`src/rtl/hf_mode_ctrl_pkg.sv`:
```
// Shared constants and types for the HF front-end mode controller.
// Holds the SPI command codes, frame geometry defaults, the off-mode code and FSM state type.
// Imported by hf_spi_frame_rx and hf_mode_ctrl; contains no logic of its own.
package hf_mode_ctrl_pkg;

    // Default geometry; the modules expose these as overridable parameters.
    localparam int N_MODES_DEF  = 5;
    localparam int OUT_W_DEF    = 11;
    localparam int N_REGS_DEF   = 4;
    localparam int DATA_W_DEF   = 12;
    localparam int MODE_LSB_DEF = 5;
    localparam int GUARD_DEF    = 4;

    // A frame is a 4-bit command followed by the data field, MSB first.
    localparam int CMD_W   = 4;
    localparam int FRAME_W = CMD_W + DATA_W_DEF;

    // Command c writes config register c-1. Codes outside 1..N_REGS are ignored.
    localparam logic [CMD_W-1:0] FPGA_CMD_SET_CONFREG  = 4'd1;
    localparam logic [CMD_W-1:0] FPGA_CMD_SET_CONFREG1 = 4'd2;
    localparam logic [CMD_W-1:0] FPGA_CMD_SET_CONFREG2 = 4'd3;
    localparam logic [CMD_W-1:0] FPGA_CMD_SET_CONFREG3 = 4'd4;

    // Active-mode code meaning "no mode module drives the pins".
    localparam logic [2:0] MODE_OFF = 3'b111;

    // Output-routing FSM: RUN forwards a bundle, BREAK idles the pins.
    typedef enum logic {
        ST_RUN   = 1'b0,
        ST_BREAK = 1'b1
    } mode_state_e;

endpackage

```
`src/rtl/hf_spi_frame_rx.sv`:
```
// SPI frame receiver: synchronises spck/ncs/mosi, shifts bits MSB first, counts frame length.
// Latency: frame_vld/frame_err strobe in the cycle the synchronised ncs is seen rising (2 clk after raw ncs).
// No backpressure: one strobe per frame, the consumer must take it in that cycle.
module hf_spi_frame_rx
    import hf_mode_ctrl_pkg::*;
#(
    parameter int DATA_W  = DATA_W_DEF,
    parameter int FRAME_W = CMD_W + DATA_W
) (
    input  logic               ck_1356meg,  // system clock
    input  logic               rst,         // synchronous, active-high
    input  logic               spck,        // raw SPI clock
    input  logic               mosi,        // raw SPI data
    input  logic               ncs,         // raw SPI select, active low
    output logic               frame_vld,   // frame of exactly FRAME_W bits ended
    output logic               frame_err,   // frame of any other length ended
    output logic [FRAME_W-1:0] frame_dat    // last FRAME_W bits shifted in
);

    // Counter saturates at FRAME_W+1 so over-long frames stay distinguishable.
    localparam int                CNT_W    = $clog2(FRAME_W + 2);
    localparam logic [CNT_W-1:0]  CNT_FULL = CNT_W'(FRAME_W);
    localparam logic [CNT_W-1:0]  CNT_SAT  = CNT_W'(FRAME_W + 1);

    logic [1:0]         spck_sync_q, spck_sync_d;
    logic [1:0]         mosi_sync_q, mosi_sync_d;
    logic [1:0]         ncs_sync_q,  ncs_sync_d;
    logic               spck_prev_q, spck_prev_d;
    logic               ncs_prev_q,  ncs_prev_d;
    logic [FRAME_W-1:0] shift_q,     shift_d;
    logic [CNT_W-1:0]   bitcnt_q,    bitcnt_d;

    logic spck_s, mosi_s, ncs_s;
    logic spck_rise, ncs_fall, ncs_rise;

    assign spck_s = spck_sync_q[1];
    assign mosi_s = mosi_sync_q[1];
    assign ncs_s  = ncs_sync_q[1];

    assign spck_rise = spck_s & ~spck_prev_q;
    assign ncs_fall  = ~ncs_s & ncs_prev_q;
    assign ncs_rise  = ncs_s & ~ncs_prev_q;

    always_comb begin
        spck_sync_d = {spck_sync_q[0], spck};
        mosi_sync_d = {mosi_sync_q[0], mosi};
        ncs_sync_d  = {ncs_sync_q[0], ncs};
        spck_prev_d = spck_s;
        ncs_prev_d  = ncs_s;
        shift_d     = shift_q;
        bitcnt_d    = bitcnt_q;

        if (spck_rise && !ncs_s) begin
            shift_d = {shift_q[FRAME_W-2:0], mosi_s};
        end

        // A new select clears the count; counting only while selected.
        if (ncs_fall) begin
            bitcnt_d = '0;
        end else if (spck_rise && !ncs_s && (bitcnt_q != CNT_SAT)) begin
            bitcnt_d = bitcnt_q + CNT_W'(1);
        end
    end

    always_ff @(posedge ck_1356meg) begin
        if (rst) begin
            // Select resets to its idle (high) level so a still-low ncs after
            // reset shows up as a fresh falling edge and restarts the count.
            spck_sync_q <= 2'b00;
            mosi_sync_q <= 2'b00;
            ncs_sync_q  <= 2'b11;
            spck_prev_q <= 1'b0;
            ncs_prev_q  <= 1'b1;
            shift_q     <= '0;
            bitcnt_q    <= '0;
        end else begin
            spck_sync_q <= spck_sync_d;
            mosi_sync_q <= mosi_sync_d;
            ncs_sync_q  <= ncs_sync_d;
            spck_prev_q <= spck_prev_d;
            ncs_prev_q  <= ncs_prev_d;
            shift_q     <= shift_d;
            bitcnt_q    <= bitcnt_d;
        end
    end

    assign frame_vld = ncs_rise & (bitcnt_q == CNT_FULL);
    assign frame_err = ncs_rise & (bitcnt_q != CNT_FULL);
    assign frame_dat = shift_q;

endmodule

```
`src/rtl/hf_mode_ctrl.sv`:
```
// HF front-end controller: SPI-written config registers and break-before-make mode output mux.
// Latency: conf_o on 3rd clk edge after raw ncs rise; bus_o 1 cycle registered; GUARD idle cycles per mode change.
// No backpressure: SPI frames are consumed as they end; mode changes during a guard merge into it.
//
// Ports: ck_1356meg/rst clock and sync reset; spck/mosi/ncs raw SPI; mode_bus_i N_MODES bundles;
//        bus_o selected bundle; conf_o packed config regs; active_mode/switching routing status;
//        frame_err/cmd_ign one-cycle event pulses.
module hf_mode_ctrl
    import hf_mode_ctrl_pkg::*;
#(
    parameter int N_MODES  = N_MODES_DEF,
    parameter int OUT_W    = OUT_W_DEF,
    parameter int N_REGS   = N_REGS_DEF,
    parameter int DATA_W   = DATA_W_DEF,
    parameter int MODE_LSB = MODE_LSB_DEF,
    parameter int GUARD    = GUARD_DEF
) (
    input  logic                      ck_1356meg,
    input  logic                      rst,
    input  logic                      spck,
    input  logic                      mosi,
    input  logic                      ncs,
    input  logic [N_MODES*OUT_W-1:0]  mode_bus_i,
    output logic [OUT_W-1:0]          bus_o,
    output logic [N_REGS*DATA_W-1:0]  conf_o,
    output logic [2:0]                active_mode,
    output logic                      switching,
    output logic                      frame_err,
    output logic                      cmd_ign
);

    localparam int         FW        = CMD_W + DATA_W;
    localparam logic [7:0] GCNT_INIT = 8'(GUARD - 1);

    // ------------------------------------------------------------------
    // SPI frame reception
    // ------------------------------------------------------------------
    logic          rx_frame_vld;
    logic          rx_frame_err;
    logic [FW-1:0] rx_frame_dat;

    hf_spi_frame_rx #(
        .DATA_W  (DATA_W),
        .FRAME_W (FW)
    ) u_spi_rx (
        .ck_1356meg (ck_1356meg),
        .rst        (rst),
        .spck       (spck),
        .mosi       (mosi),
        .ncs        (ncs),
        .frame_vld  (rx_frame_vld),
        .frame_err  (rx_frame_err),
        .frame_dat  (rx_frame_dat)
    );

    logic [CMD_W-1:0]  cmd;
    logic [DATA_W-1:0] cmd_data;

    assign cmd      = rx_frame_dat[FW-1 -: CMD_W];
    assign cmd_data = rx_frame_dat[DATA_W-1:0];

    // ------------------------------------------------------------------
    // Config register file and event pulses
    // ------------------------------------------------------------------
    logic [DATA_W-1:0] conf_q [N_REGS];
    logic [DATA_W-1:0] conf_d [N_REGS];
    logic              frame_err_q, frame_err_d;
    logic              cmd_ign_q,   cmd_ign_d;

    always_comb begin
        for (int k = 0; k < N_REGS; k++) begin
            conf_d[k] = conf_q[k];
        end
        frame_err_d = rx_frame_err;
        cmd_ign_d   = 1'b0;

        if (rx_frame_vld) begin
            // Command codes are contiguous from FPGA_CMD_SET_CONFREG upward.
            for (int k = 0; k < N_REGS; k++) begin
                if (cmd == FPGA_CMD_SET_CONFREG + CMD_W'(k)) begin
                    conf_d[k] = cmd_data;
                end
            end
            if ((cmd < FPGA_CMD_SET_CONFREG) || (cmd > CMD_W'(N_REGS))) begin
                cmd_ign_d = 1'b1;
            end
        end
    end

    always_ff @(posedge ck_1356meg) begin
        if (rst) begin
            for (int k = 0; k < N_REGS; k++) begin
                conf_q[k] <= '0;
            end
            frame_err_q <= 1'b0;
            cmd_ign_q   <= 1'b0;
        end else begin
            for (int k = 0; k < N_REGS; k++) begin
                conf_q[k] <= conf_d[k];
            end
            frame_err_q <= frame_err_d;
            cmd_ign_q   <= cmd_ign_d;
        end
    end

    always_comb begin
        conf_o = '0;
        for (int k = 0; k < N_REGS; k++) begin
            conf_o[k*DATA_W +: DATA_W] = conf_q[k];
        end
    end

    assign frame_err = frame_err_q;
    assign cmd_ign   = cmd_ign_q;

    // ------------------------------------------------------------------
    // Mode routing FSM with guard interval
    // ------------------------------------------------------------------
    logic [2:0] req_mode;
    assign req_mode = conf_q[0][MODE_LSB+2:MODE_LSB];

    // Bundle for a mode index; indices at or above N_MODES select all-zero.
    function automatic logic [OUT_W-1:0] pick_bundle(
        input logic [N_MODES*OUT_W-1:0] bus,
        input logic [2:0]               mode
    );
        logic [OUT_W-1:0] r;
        r = '0;
        for (int k = 0; k < N_MODES; k++) begin
            if (mode == 3'(k)) begin
                r = bus[k*OUT_W +: OUT_W];
            end
        end
        return r;
    endfunction

    mode_state_e      state_q,  state_d;
    logic [7:0]       gcnt_q,   gcnt_d;
    logic [2:0]       active_q, active_d;
    logic [OUT_W-1:0] bus_q,    bus_d;

    always_comb begin
        state_d  = state_q;
        gcnt_d   = gcnt_q;
        active_d = active_q;
        bus_d    = bus_q;

        case (state_q)
            ST_RUN: begin
                if (req_mode != active_q) begin
                    state_d = ST_BREAK;
                    gcnt_d  = GCNT_INIT;
                    bus_d   = '0;
                end else begin
                    bus_d = pick_bundle(mode_bus_i, active_q);
                end
            end
            ST_BREAK: begin
                bus_d = '0;
                if (gcnt_q == 8'd0) begin
                    // req_mode is sampled only here, so changes during the
                    // guard collapse into one switch to the latest request.
                    // Loading the new bundle on this last guard cycle makes
                    // the pins idle for exactly GUARD cycles.
                    state_d  = ST_RUN;
                    active_d = req_mode;
                    bus_d    = pick_bundle(mode_bus_i, req_mode);
                end else begin
                    gcnt_d = gcnt_q - 8'd1;
                end
            end
        endcase
    end

    always_ff @(posedge ck_1356meg) begin
        if (rst) begin
            state_q  <= ST_RUN;
            gcnt_q   <= 8'd0;
            active_q <= MODE_OFF;
            bus_q    <= '0;
        end else begin
            state_q  <= state_d;
            gcnt_q   <= gcnt_d;
            active_q <= active_d;
            bus_q    <= bus_d;
        end
    end

    assign bus_o       = bus_q;
    assign active_mode = active_q;
    assign switching   = (state_q == ST_BREAK);

endmodule

```
`config.mk`:
```
export PLATFORM = sky130hd
export DESIGN_NAME = hf_mode_ctrl
export DESIGN_NICKNAME = d
export VERILOG_FILES = /design/src/rtl/hf_mode_ctrl_pkg.sv /design/src/rtl/hf_spi_frame_rx.sv /design/src/rtl/hf_mode_ctrl.sv
export SDC_FILE = /design/constraint.sdc
export NUM_CORES = 1
export LEC_CHECK = 0
export CORE_MARGIN = 2
export CORE_UTILIZATION = 30
export CTS_CLUSTER_DIAMETER = 150
export DETAILED_ROUTE_END_ITERATION = 8
export GPL_TIMING_DRIVEN = 0
export RECOVER_POWER = 25
export SYNTH_ARGS = -nofsm -noshare
export SYNTH_HDL_FRONTEND = slang
export SYNTH_SLANG_ARGS = --single-unit
export TNS_END_PERCENT = 20
```
`constraint.sdc`:
```
create_clock -name ck_1356meg -period 2.6 [get_ports ck_1356meg]
set_clock_uncertainty 0.15 [all_clocks]
set_input_delay 0.39 -clock ck_1356meg [delete_from_list [all_inputs] [get_ports ck_1356meg]]
set_output_delay 0.39 -clock ck_1356meg [all_outputs]
set_load 0.1 [all_outputs]
```
* Word-level counts from Yosys, hierarchy flattened
Memory sizes are Yosys's and may differ from the RTL's.
Index checks and enable logic that the tools add are counted.
** Cells by class
- Order comparisons :: 2
- Mux-type cells :: 32
- Reduce and logical (&&, ||, !) cells :: 11
- Equal/unequal tests :: 18
- Bitwise operators :: 14
- $add $sub $neg :: 2
** Operators by type and width (count)
- 2-to-1 mux 11 bit :: 12
- 2-to-1 mux 12 bit :: 8
- 2-to-1 mux 48 bit :: 1
- case mux 11 bit (2 select lines) :: 1
- 2-to-1 mux 8 bit :: 2
- case mux 8 bit (2 select lines) :: 1
- equality test 3 x 2 -> 1 bit, second input constant :: 4
- inequality test 5 bit, second input constant :: 2
- equality test 4 x 2 -> 1 bit, second input constant :: 2
- zero test 8 bit :: 1
- subtractor 8 x 1 -> 8 bit, second input constant :: 1
- equality test 3 x 1 -> 1 bit, second input constant :: 2
- equality test 3 bit, second input constant :: 2
- zero test 3 bit :: 2
- 2-to-1 mux 1 bit :: 6
- adder 5 x 1 -> 5 bit, second input constant :: 1
- AND 1 bit :: 5
- equality test 5 bit, second input constant :: 1
- NOT 1 bit :: 5
- equality test 4 x 1 -> 1 bit, second input constant :: 1
- equality test 4 x 3 -> 1 bit, second input constant :: 1
- greater-than comparator 4 x 3 -> 1 bit, second input constant :: 1
- < comparator 4 x 1 -> 1 bit, second input constant :: 1
- inequality test 2 bit, second input constant :: 2
- other kinds (8) :: 14
** Word-level totals
- Bits in writable memories :: 48
- Output and inout bits :: 65
- Memories kept :: 1
- Logic and storage cells :: 93
- Bits of input ports :: 60
- Bits in registers :: 54
** Memory list
- conf_q :: words 4, width 12, rd ports 4, clocked after Yosys merged registers in 0, wr ports 4, RTL line hf_mode_ctrl.sv:65 : logic [DATA_W-1:0] conf_q [N_REGS];

* Longest topological paths before layout
Gate-level depths: netlist of run 1.
- Depth after elaboration :: 8
- Depth in mapped cells :: 7
- Mapped depth without buffers :: 6

* Modules after synthesis
A second synthesis of run 1 with hierarchy kept.
** Unflattened totals
- Cell total of the unflattened synthesis :: 520
- Area total of the unflattened synthesis :: 4976.0 um^2
** Modules (own cells, without submodules)
- hf_mode_ctrl :: cells each 393, instances 1, seq. area each 1461.4 um^2, area each 3854.9 um^2
- hf_spi_frame_rx :: cells each 127, instances 1, seq. area each 580.6 um^2, area each 1121.1 um^2

* Least setup slack after synthesis of run 1
OpenSTA, ideal clock, no wires.
- Path kind :: reg2reg
- Start :: mem conf_q[0][7] in the netlist's numbering
- End :: reg gcnt_q[1]
- Library setup time :: 0.086 ns
- Arrival time :: 2.149 ns
- Setup slack :: 0.215 ns
- Cell stages (with the launch flop) :: 6
- Required time :: 2.364 ns
- Clock period less this slack :: 2.385 ns
- Cells stage by stage :: dfxtp_1 > buf_2 > xor2_1 > nor4_4 > or2_2 > a221oi_2
** RTL lines
- from (decl) :: RTL line hf_mode_ctrl.sv:65
- to (signal assigned) :: RTL line hf_mode_ctrl.sv:183 : gcnt_q <= gcnt_d;
- to (decl) :: RTL line hf_mode_ctrl.sv:138 : logic [7:0] gcnt_q, gcnt_d;

==> impl_results.html, run 1 <==
<table>
<tr><th>Metric</th><th>Value</th></tr>
<tr><th colspan="2">Power and ir drop</th></tr>
<tr><td>Leakage component of the power</td><td>0.002600 uW</td></tr>
<tr><td>Power density over cell area</td><td>572.0 nW/um^2</td></tr>
<tr><td>Worst-case vdd ir drop</td><td>0.2958 mV</td></tr>
<tr><th colspan="2">Global route</th></tr>
<tr><td>Initial antenna violation count</td><td>0</td></tr>
<tr><td>Congestion Overflow GR</td><td>0</td></tr>
<tr><td>Maximum number of pins on one net before global-route repair</td><td>19</td></tr>
<tr><td>Wire length of the first global-routing pass</td><td>23.30 mm</td></tr>
<tr><td>Met1 Track Usage GR</td><td>22.03%</td></tr>
<tr><td>Global routing usage on met3</td><td>3.054%</td></tr>
<tr><td>Most heavily used metal layer in global routing</td><td>met2</td></tr>
<tr><td>All-Layer GR Usage</td><td>17.64%</td></tr>
<tr><td>Vias in the first global route</td><td>4478</td></tr>
<tr><td>Fraction of met2 tracks used by global routing</td><td>30.24%</td></tr>
<tr><th colspan="2">Worst setup path</th></tr>
<tr><td>Buffers and inverters on the worst path</td><td>1</td></tr>
<tr><td>Family with the most delay on the worst path</td><td>buffers and inverters</td></tr>
<tr><td>Max Fanout on Critical Path</td><td>2</td></tr>
<tr><td>Worst path arrival time</td><td>1.91 ns</td></tr>
<tr><td>Crit. End Element</td><td>output port</td></tr>
<tr><td>Number of cells traversed by the worst register-to-register path</td><td>4</td></tr>
<tr><td>RR Endpoint</td><td>u_spi_rx.frame_dat[4]</td></tr>
<tr><td>Critical Path, Cell by Cell</td><td>clkdlybuf4s50_1</td></tr>
<tr><td>Depth of the critical timing path with buffers and inverters included</td><td>1</td></tr>
<tr><td>Worst EP required</td><td>2.06 ns</td></tr>
<tr><td>Critical path's slowest cell</td><td>clkdlybuf4s50_1</td></tr>
<tr><td>Worst reg2reg path startpoint</td><td>u_spi_rx.ncs_sync_q[1]</td></tr>
<tr><td>Delay of the slowest cell on the worst path</td><td>1.17 ns</td></tr>
<tr><td>CP startpoint kind</td><td>flip-flop</td></tr>
<tr><td>Path type of the worst setup path</td><td>reg -&gt; out</td></tr>
<tr><td>Reg2Reg Setup Slack</td><td>0.38 ns</td></tr>
<tr><th colspan="2">Timing</th></tr>
<tr><td>Share of the clock period used by the worst path after layout</td><td>94.19%</td></tr>
<tr><td>Final setup violating endpoints</td><td>0</td></tr>
<tr><td>Final Max Tran Viols</td><td>0</td></tr>
<tr><td>Final Hold Viols</td><td>0</td></tr>
<tr><td>Unrepaired setup endpoints after global routing</td><td>false</td></tr>
<tr><td>Minimum period implied by the final worst setup slack</td><td>2.449 ns</td></tr>
<tr><td>Transition time at the pin with the least slew margin</td><td>1.182 ns</td></tr>
<tr><td>Worst Hold Slack</td><td>0.2723 ns</td></tr>
<tr><td>TNS Setup</td><td>0 ns</td></tr>
<tr><td>Max Fclk</td><td>408.3 MHz</td></tr>
<tr><td>Remaining max-slew budget at the tightest pin</td><td>21.03%</td></tr>
<tr><th colspan="2">Worst hold path</th></tr>
<tr><td>Class of the tightest hold or removal check</td><td>reg -&gt; reg</td></tr>
<tr><td>Hold EP</td><td>u_spi_rx.ncs_sync_q[1]</td></tr>
<tr><td>Cell depth of the worst min-delay path</td><td>1</td></tr>
<tr><td>Startpoint of the worst hold path</td><td>u_spi_rx.ncs_sync_q[0]</td></tr>
<tr><th colspan="2">Layout</th></tr>
<tr><td>Filler Cells Inserted</td><td>1575</td></tr>
<tr><td>N_diodes</td><td>0</td></tr>
<tr><td>Post-layout nets</td><td>726</td></tr>
<tr><td>Ratio of cells with drive above 1 in the final layout</td><td>6.015%</td></tr>
<tr><td>Area delta synth-&gt;final</td><td>36.36%</td></tr>
<tr><th colspan="2">Synth</th></tr>
<tr><td>Number of standard cells after synthesis</td><td>526</td></tr>
<tr><td>Number of warnings issued by yosys</td><td>0</td></tr>
<tr><td>Post-synthesis sequential area ratio</td><td>42.32%</td></tr>
<tr><td>Cell taking the most area after synthesis</td><td>dfxtp_1</td></tr>
<tr><td>Synth cell count leaders</td><td>dfxtp_1 (102), mux2i_1 (84), nand2_1 (66)</td></tr>
<tr><td>Number of enable-type register cells in the synthesized netlist</td><td>0</td></tr>
<tr><td>Number of different library cells in the post-synthesis netlist</td><td>48</td></tr>
<tr><td>Most frequent cell after synthesis</td><td>dfxtp_1</td></tr>
<tr><td>Main area contributors after synthesis</td><td>dfxtp_1 (42%), mux2i_1 (17%), nand2_1 (5.1%), nor2_1 (3.8%), a21oi_1 (3.5%)</td></tr>
<tr><td>Post-synthesis sequential element count</td><td>102</td></tr>
<tr><td>Post-synth design cell area</td><td>4825 sq um</td></tr>
<tr><td>Number of nets in the synthesized netlist</td><td>591</td></tr>
<tr><td>Share of synthesized flip-flops with an asynchronous set or reset</td><td>0%</td></tr>
<tr><td>Prevailing post-synth register cell</td><td>dfxtp_1</td></tr>
<tr><td>Synth top area share</td><td>42.32%</td></tr>
<tr><td>Mean Syn Cell Area</td><td>9.172 sq um</td></tr>
<tr><th colspan="2">Detailed routing</th></tr>
<tr><td>Number of vias in the routed layout</td><td>4484</td></tr>
<tr><td>Remaining antenna violation count after routing</td><td>0</td></tr>
<tr><td>DRC</td><td>0</td></tr>
<tr><td>Detailed Routing Iterations Pass 1</td><td>5</td></tr>
<tr><td>Final WL</td><td>15.19 mm</td></tr>
<tr><td>Routed len/inst</td><td>17.24 microns</td></tr>
<tr><td>Detailed Route Iter0 Violations</td><td>315</td></tr>
<tr><td>Detail-routed via count per cell</td><td>5.090</td></tr>
<tr><th colspan="2">Die</th></tr>
<tr><td>Initial core utilization</td><td>30.48%</td></tr>
<tr><td>Core outline area</td><td>15830 sq um</td></tr>
<tr><td>Vertical die dimension</td><td>130.8 microns</td></tr>
<tr><td>Die footprint</td><td>17110 sq um</td></tr>
<tr><td>Ports placed on the boundary</td><td>125</td></tr>
<tr><td>Rows</td><td>46</td></tr>
<tr><td>Die extent in x</td><td>130.8 microns</td></tr>
<tr><th colspan="2">Clock network</th></tr>
<tr><td>TritonCTS Buffers</td><td>9</td></tr>
<tr><td>Longest Clk Path Bufs</td><td>2</td></tr>
<tr><td>Setup bufs post-CTS</td><td>0</td></tr>
<tr><td>CTS tree</td><td>done</td></tr>
<tr><td>Clock slew at the register clock pins of the worst setup and hold paths</td><td>0.07 ns</td></tr>
<tr><td>CTS Root Cell</td><td>clkbuf_16</td></tr>
<tr><td>Total number of H-tree levels</td><td>3</td></tr>
<tr><td>Insertion delay to the later sink of the worst-skew pair</td><td>0.35 ns</td></tr>
<tr><td>Sink Count</td><td>102</td></tr>
<tr><th colspan="2">Run status</th></tr>
<tr><td>Run status</td><td>complete, no violations</td></tr>
<tr><th colspan="2">Place</th></tr>
<tr><td>Half-perimeter wire length of the detailed placement result</td><td>11.06 mm</td></tr>
<tr><td>RD Place Congestion</td><td>0.8994</td></tr>
<tr><td>Port Buffer Count</td><td>124</td></tr>
<tr><th colspan="2">Flow run</th></tr>
<tr><td>Max-cap violations</td><td>0</td></tr>
</table>
[routing by layer]
| metal | part of all wire (%) | routed length (microns) | vias up |
|---|---|---|---|
| li1 | - | - | 2142 |
| met1 | 44 | 6749 | 2129 |
| met3 | 6.8 | 1031 | 21 |
| met2 | 47 | 7150 | 192 |
| met4 | 1.7 | 260 | 0 |
| met5 | 0 | 0 | - |
[worst max-delay path by stage]
stage | start | to
2_1_floorplan | conf_q[0][7] | gcnt_q[1]
6_report | conf_q[0][46] | conf_o[46]
5_1_grt | conf_q[0][44] | conf_o[44]
3_3_place_gp | rst | conf_q[0][6]
4_1_cts | conf_q[0][45] | conf_o[45]
3_5_place_dp | rst | switching
[layout make-up]
| cell class | instances | area [sq um] | share of cell area [%] |
|---|---|---|---|
| plain buffers | 39 | 182.7 | 2.777 |
| well taps | 216 | 270.3 | 4.108 |
| multi-input cells | 376 | 2530 | 38.46 |
| clock buffers | 9 | 225.2 | 3.423 |
| clock inverters | 6 | 56.30 | 0.8558 |
| flip-flops and latches | 102 | 2042 | 31.04 |
| inverters | 9 | 33.78 | 0.5135 |
| repair buffers | 124 | 1239 | 18.83 |
[stage by stage]
step	power [uW]	cells	utilization, %	setup slack [ns]	cell area, sq um
5_1_grt	3934	881	41.57	0.1207	6579
3_5_place_dp	2518	866	40.03	0.003558	6336
4_1_cts	3817	881	41.79	0.1361	6615
3_3_place_gp	2504	866	40.03	0.05078	6336
2_1_floorplan	2245	526	-	0.2147	4825
6_report	3763	881	41.57	0.1511	6579
[cells in the final DEF, fill, tap and decap left out, drive strengths merged, types with 12 or more instances in the layout]
master,count
dfxtp,102
nor2,49
nand2,67
clkbuf,30
buf,18
nand3b,12
clkdlybuf4s50,121
o21ai,25
a21oi,34
mux2i,84
[what timing repair did]
| action | in CTS | in global routing |
|---|---|---|
| gates resized for setup | 2 | 0 |
| hold buffers | 0 | 0 |
| setup endpoints to repair | 2 | 0 |
[state kept, by name, summed over array words and instances, names as in the netlist]
name                  cells
switching                 1
u_spi_rx.frame_dat       16
u_spi_rx.mosi_sync_q      2
u_spi_rx.bitcnt_q         5
active_mode               3
u_spi_rx.spck_sync_q      2
u_spi_rx.ncs_sync_q       2
gcnt_q                    8
u_spi_rx.spck_prev_q      1
conf_q                   48
u_spi_rx.ncs_prev_q       1
frame_err                 1
bus_o                    11
cmd_ign                   1
[cell families after synthesis]
family | after synthesis | synth area share (%)
simple gates | 161 | 16.68
compound gates | 119 | 16.49
flops | 102 | 42.32
mux | 84 | 17.43
buf+inv | 48 | 4.512
xor+xnor | 7 | 1.271
fa+ha+maj | 5 | 1.297
[power by group]
group          leakage, uW  switching [uW]  internal [uW]
sequential        0.000825            41.8           1610
clock             0.000136             629            663
combinational      0.00164             513            308
total              0.00260            1180           2580
No activity file was read; power rests on OpenSTA's default activity.
==> run 2: changes to the inputs <==
RECOVER_POWER = not set   (was 25)
==> impl_results.html, run 2 (synthesis gave the netlist of run 1 again) <==
<table>
<tr><th>Metric</th><th>Value</th></tr>
<tr><th colspan="2">Detailed routing</th></tr>
<tr><td>Number of vias in the routed layout</td><td>4464</td></tr>
<tr><td>Detailed Route Iter0 Violations</td><td>329</td></tr>
<tr><td>Final WL</td><td>15.21 mm</td></tr>
<tr><td>DRC</td><td>0</td></tr>
<tr><td>Detailed Routing Iterations Pass 1</td><td>5</td></tr>
<tr><td>Routed len/inst</td><td>17.26 microns</td></tr>
<tr><td>Remaining antenna violation count after routing</td><td>0</td></tr>
<tr><td>Detail-routed via count per cell</td><td>5.067</td></tr>
<tr><th colspan="2">Timing</th></tr>
<tr><td>Final setup violating endpoints</td><td>0</td></tr>
<tr><td>Final Hold Viols</td><td>0</td></tr>
<tr><td>Minimum period implied by the final worst setup slack</td><td>2.448 ns</td></tr>
<tr><td>TNS Setup</td><td>0 ns</td></tr>
<tr><td>Final Max Tran Viols</td><td>0</td></tr>
<tr><td>Unrepaired setup endpoints after global routing</td><td>false</td></tr>
<tr><td>Transition time at the pin with the least slew margin</td><td>1.044 ns</td></tr>
<tr><td>Share of the clock period used by the worst path after layout</td><td>94.16%</td></tr>
<tr><td>Max Fclk</td><td>408.5 MHz</td></tr>
<tr><td>Worst Hold Slack</td><td>0.2764 ns</td></tr>
<tr><td>Remaining max-slew budget at the tightest pin</td><td>30.20%</td></tr>
<tr><th colspan="2">Clock network</th></tr>
<tr><td>Longest Clk Path Bufs</td><td>2</td></tr>
<tr><td>Insertion delay to the later sink of the worst-skew pair</td><td>0.35 ns</td></tr>
<tr><td>Post-CTS Hold Fix Bufs</td><td>0</td></tr>
<tr><td>Sink Count</td><td>102</td></tr>
<tr><td>CTS Root Cell</td><td>clkbuf_16</td></tr>
<tr><td>CTS tree</td><td>done</td></tr>
<tr><td>Total number of H-tree levels</td><td>3</td></tr>
<tr><td>Clock slew at the register clock pins of the worst setup and hold paths</td><td>0.07 ns</td></tr>
<tr><td>TritonCTS Buffers</td><td>9</td></tr>
<tr><th colspan="2">Worst setup path</th></tr>
<tr><td>Max Fanout on Critical Path</td><td>2</td></tr>
<tr><td>Path type of the worst setup path</td><td>reg -&gt; out</td></tr>
<tr><td>Buffers and inverters on the worst path</td><td>1</td></tr>
<tr><td>CP startpoint kind</td><td>flip-flop</td></tr>
<tr><td>Critical path's slowest cell</td><td>clkdlybuf4s50_1</td></tr>
<tr><td>Crit. End Element</td><td>output port</td></tr>
<tr><td>Delay of the slowest cell on the worst path</td><td>1.17 ns</td></tr>
<tr><td>Worst EP required</td><td>2.06 ns</td></tr>
<tr><td>Worst path arrival time</td><td>1.91 ns</td></tr>
<tr><td>Family with the most delay on the worst path</td><td>buffers and inverters</td></tr>
<tr><td>Critical Path, Cell by Cell</td><td>clkdlybuf4s50_1</td></tr>
<tr><th colspan="2">Global route</th></tr>
<tr><td>Initial antenna violation count</td><td>0</td></tr>
<tr><td>Wire length of the first global-routing pass</td><td>23.30 mm</td></tr>
<tr><td>All-Layer GR Usage</td><td>17.64%</td></tr>
<tr><td>Congestion Overflow GR</td><td>0</td></tr>
<tr><td>Maximum number of pins on one net before global-route repair</td><td>19</td></tr>
<tr><td>Vias in the first global route</td><td>4478</td></tr>
<tr><th colspan="2">Power and ir drop</th></tr>
<tr><td>Sw Ratio</td><td>31.43%</td></tr>
<tr><td>Portion of total power attributed to sequential cells</td><td>43.9%</td></tr>
<tr><td>Internal</td><td>2588 uW</td></tr>
<tr><td>Worst-case vdd ir drop</td><td>0.2956 mV</td></tr>
<tr><td>Power density over cell area</td><td>570.5 nW/um^2</td></tr>
<tr><td>Relative contribution of combinational cells to total power</td><td>22.0%</td></tr>
<tr><td>Total design power</td><td>3774 uW</td></tr>
<tr><td>Net switching power</td><td>1186 uW</td></tr>
<tr><td>Leakage component of the power</td><td>0.002608 uW</td></tr>
<tr><td>Clk pwr share</td><td>34.2%</td></tr>
<tr><th colspan="2">Layout</th></tr>
<tr><td>Storage element area</td><td>2042 sq um</td></tr>
<tr><td>Area delta synth-&gt;final</td><td>37.11%</td></tr>
<tr><td>Ratio of cells with drive above 1 in the final layout</td><td>6.617%</td></tr>
<tr><td>N_diodes</td><td>0</td></tr>
<tr><td>Most frequent standard cell in the layout excluding fill and tap cells</td><td>clkdlybuf4s50_1</td></tr>
<tr><td>Filler Cells Inserted</td><td>1571</td></tr>
<tr><td>Register name with the most flops</td><td>conf_q</td></tr>
<tr><td>Utilization after layout</td><td>41.79%</td></tr>
<tr><td>Area used by multi-input combinational logic</td><td>2565 sq um</td></tr>
<tr><td>Post-layout nets</td><td>726</td></tr>
<tr><td>Largest register FFs</td><td>48</td></tr>
<tr><td>Final std cells w/o fill</td><td>881</td></tr>
<tr><td>Commonest cells after routing, fill and taps aside</td><td>clkdlybuf4s50_1 (122), dfxtp_1 (102), mux2i_1 (84)</td></tr>
<tr><th colspan="2">Place</th></tr>
<tr><td>RD Place Congestion</td><td>0.8994</td></tr>
<tr><td>Number of instances in the placed design</td><td>866</td></tr>
<tr><td>Half-perimeter wire length of the detailed placement result</td><td>11.06 mm</td></tr>
<tr><td>Port Buffer Count</td><td>124</td></tr>
<tr><th colspan="2">Die</th></tr>
<tr><td>Die extent in x</td><td>130.8 microns</td></tr>
<tr><td>Rows</td><td>46</td></tr>
<tr><td>Vertical die dimension</td><td>130.8 microns</td></tr>
<tr><td>Core outline area</td><td>15830 sq um</td></tr>
<tr><td>Ports placed on the boundary</td><td>125</td></tr>
<tr><td>Die footprint</td><td>17110 sq um</td></tr>
<tr><td>Initial core utilization</td><td>30.48%</td></tr>
<tr><th colspan="2">Flow run</th></tr>
<tr><td>Max-cap violations</td><td>0</td></tr>
<tr><th colspan="2">Worst hold path</th></tr>
<tr><td>Class of the tightest hold or removal check</td><td>reg -&gt; reg</td></tr>
<tr><th colspan="2">Run status</th></tr>
<tr><td>Run status</td><td>complete, no violations</td></tr>
</table>
==> run 2: changes by cell type in the layout (fill, tap and decap cells not counted), sizes merged <==
cell           previous run  this run
clkdlybuf4s50           121       122
buf                      18        19
dlygate4sd3               1         0
clkbuf                   30        29
==> run 2: worst paths after layout <==
kind                          startpoint                     end  slack (ns)  cells after the start
setup / recovery           conf_q[0][46]              conf_o[46]        0.15                      1
hold / removal    u_spi_rx.ncs_sync_q[0]  u_spi_rx.ncs_sync_q[1]        0.28                      1
setup reg to reg    u_spi_rx.bitcnt_q[0]           conf_q[0][42]        0.49                      7
hold reg to reg   u_spi_rx.ncs_sync_q[0]  u_spi_rx.ncs_sync_q[1]        0.28                      1
==> run 2: through the flow <==
stage                     cell area, sq um  worst slack, ns
after floorplan                       4825           0.2147
after global placement                6336          0.05078
after detailed placement              6336         0.003558
after CTS                             6615           0.1361
after global routing                  6615           0.1207
final                                 6615           0.1517
==> run 2: layout make-up <==
class / count / share of cell area [%]
sequential: 102 / 30.87
timing repair buffer: 124 / 18.73
inverter: 9 / 0.5107
clock inverter: 6 / 0.8511
clock buffer: 9 / 3.405
buffer: 39 / 2.780
tap: 216 / 4.085
multi-input combinational: 376 / 38.77
==> run 2: metal layers <==
metal | vias to the layer above | part of all wire, % | GRT usage (%)
met5 | - | 0 | 0
met4 | 0 | 1.8 | 7.134
met2 | 202 | 47 | 30.24
met1 | 2102 | 44 | 22.03
met3 | 23 | 7.1 | 3.054
li1 | 2137 | - | -
==> run 2: what timing repair did <==
action                     4_1_cts  5_1_grt
setup endpoints to repair        2        0
resized for setup                2        0
setup buffers                    0        0
==> run 2: power by group through the flow <==
stage / Clock (uW) / Combinational (uW) / Sequential (uW)
after floorplan: 0 / 404 / 1840
after global placement: 0 / 814 / 1690
after detailed placement: 0 / 826 / 1690
after CTS: 1340 / 826 / 1650
after global routing: 1400 / 889 / 1660
final: 1290 / 829 / 1660
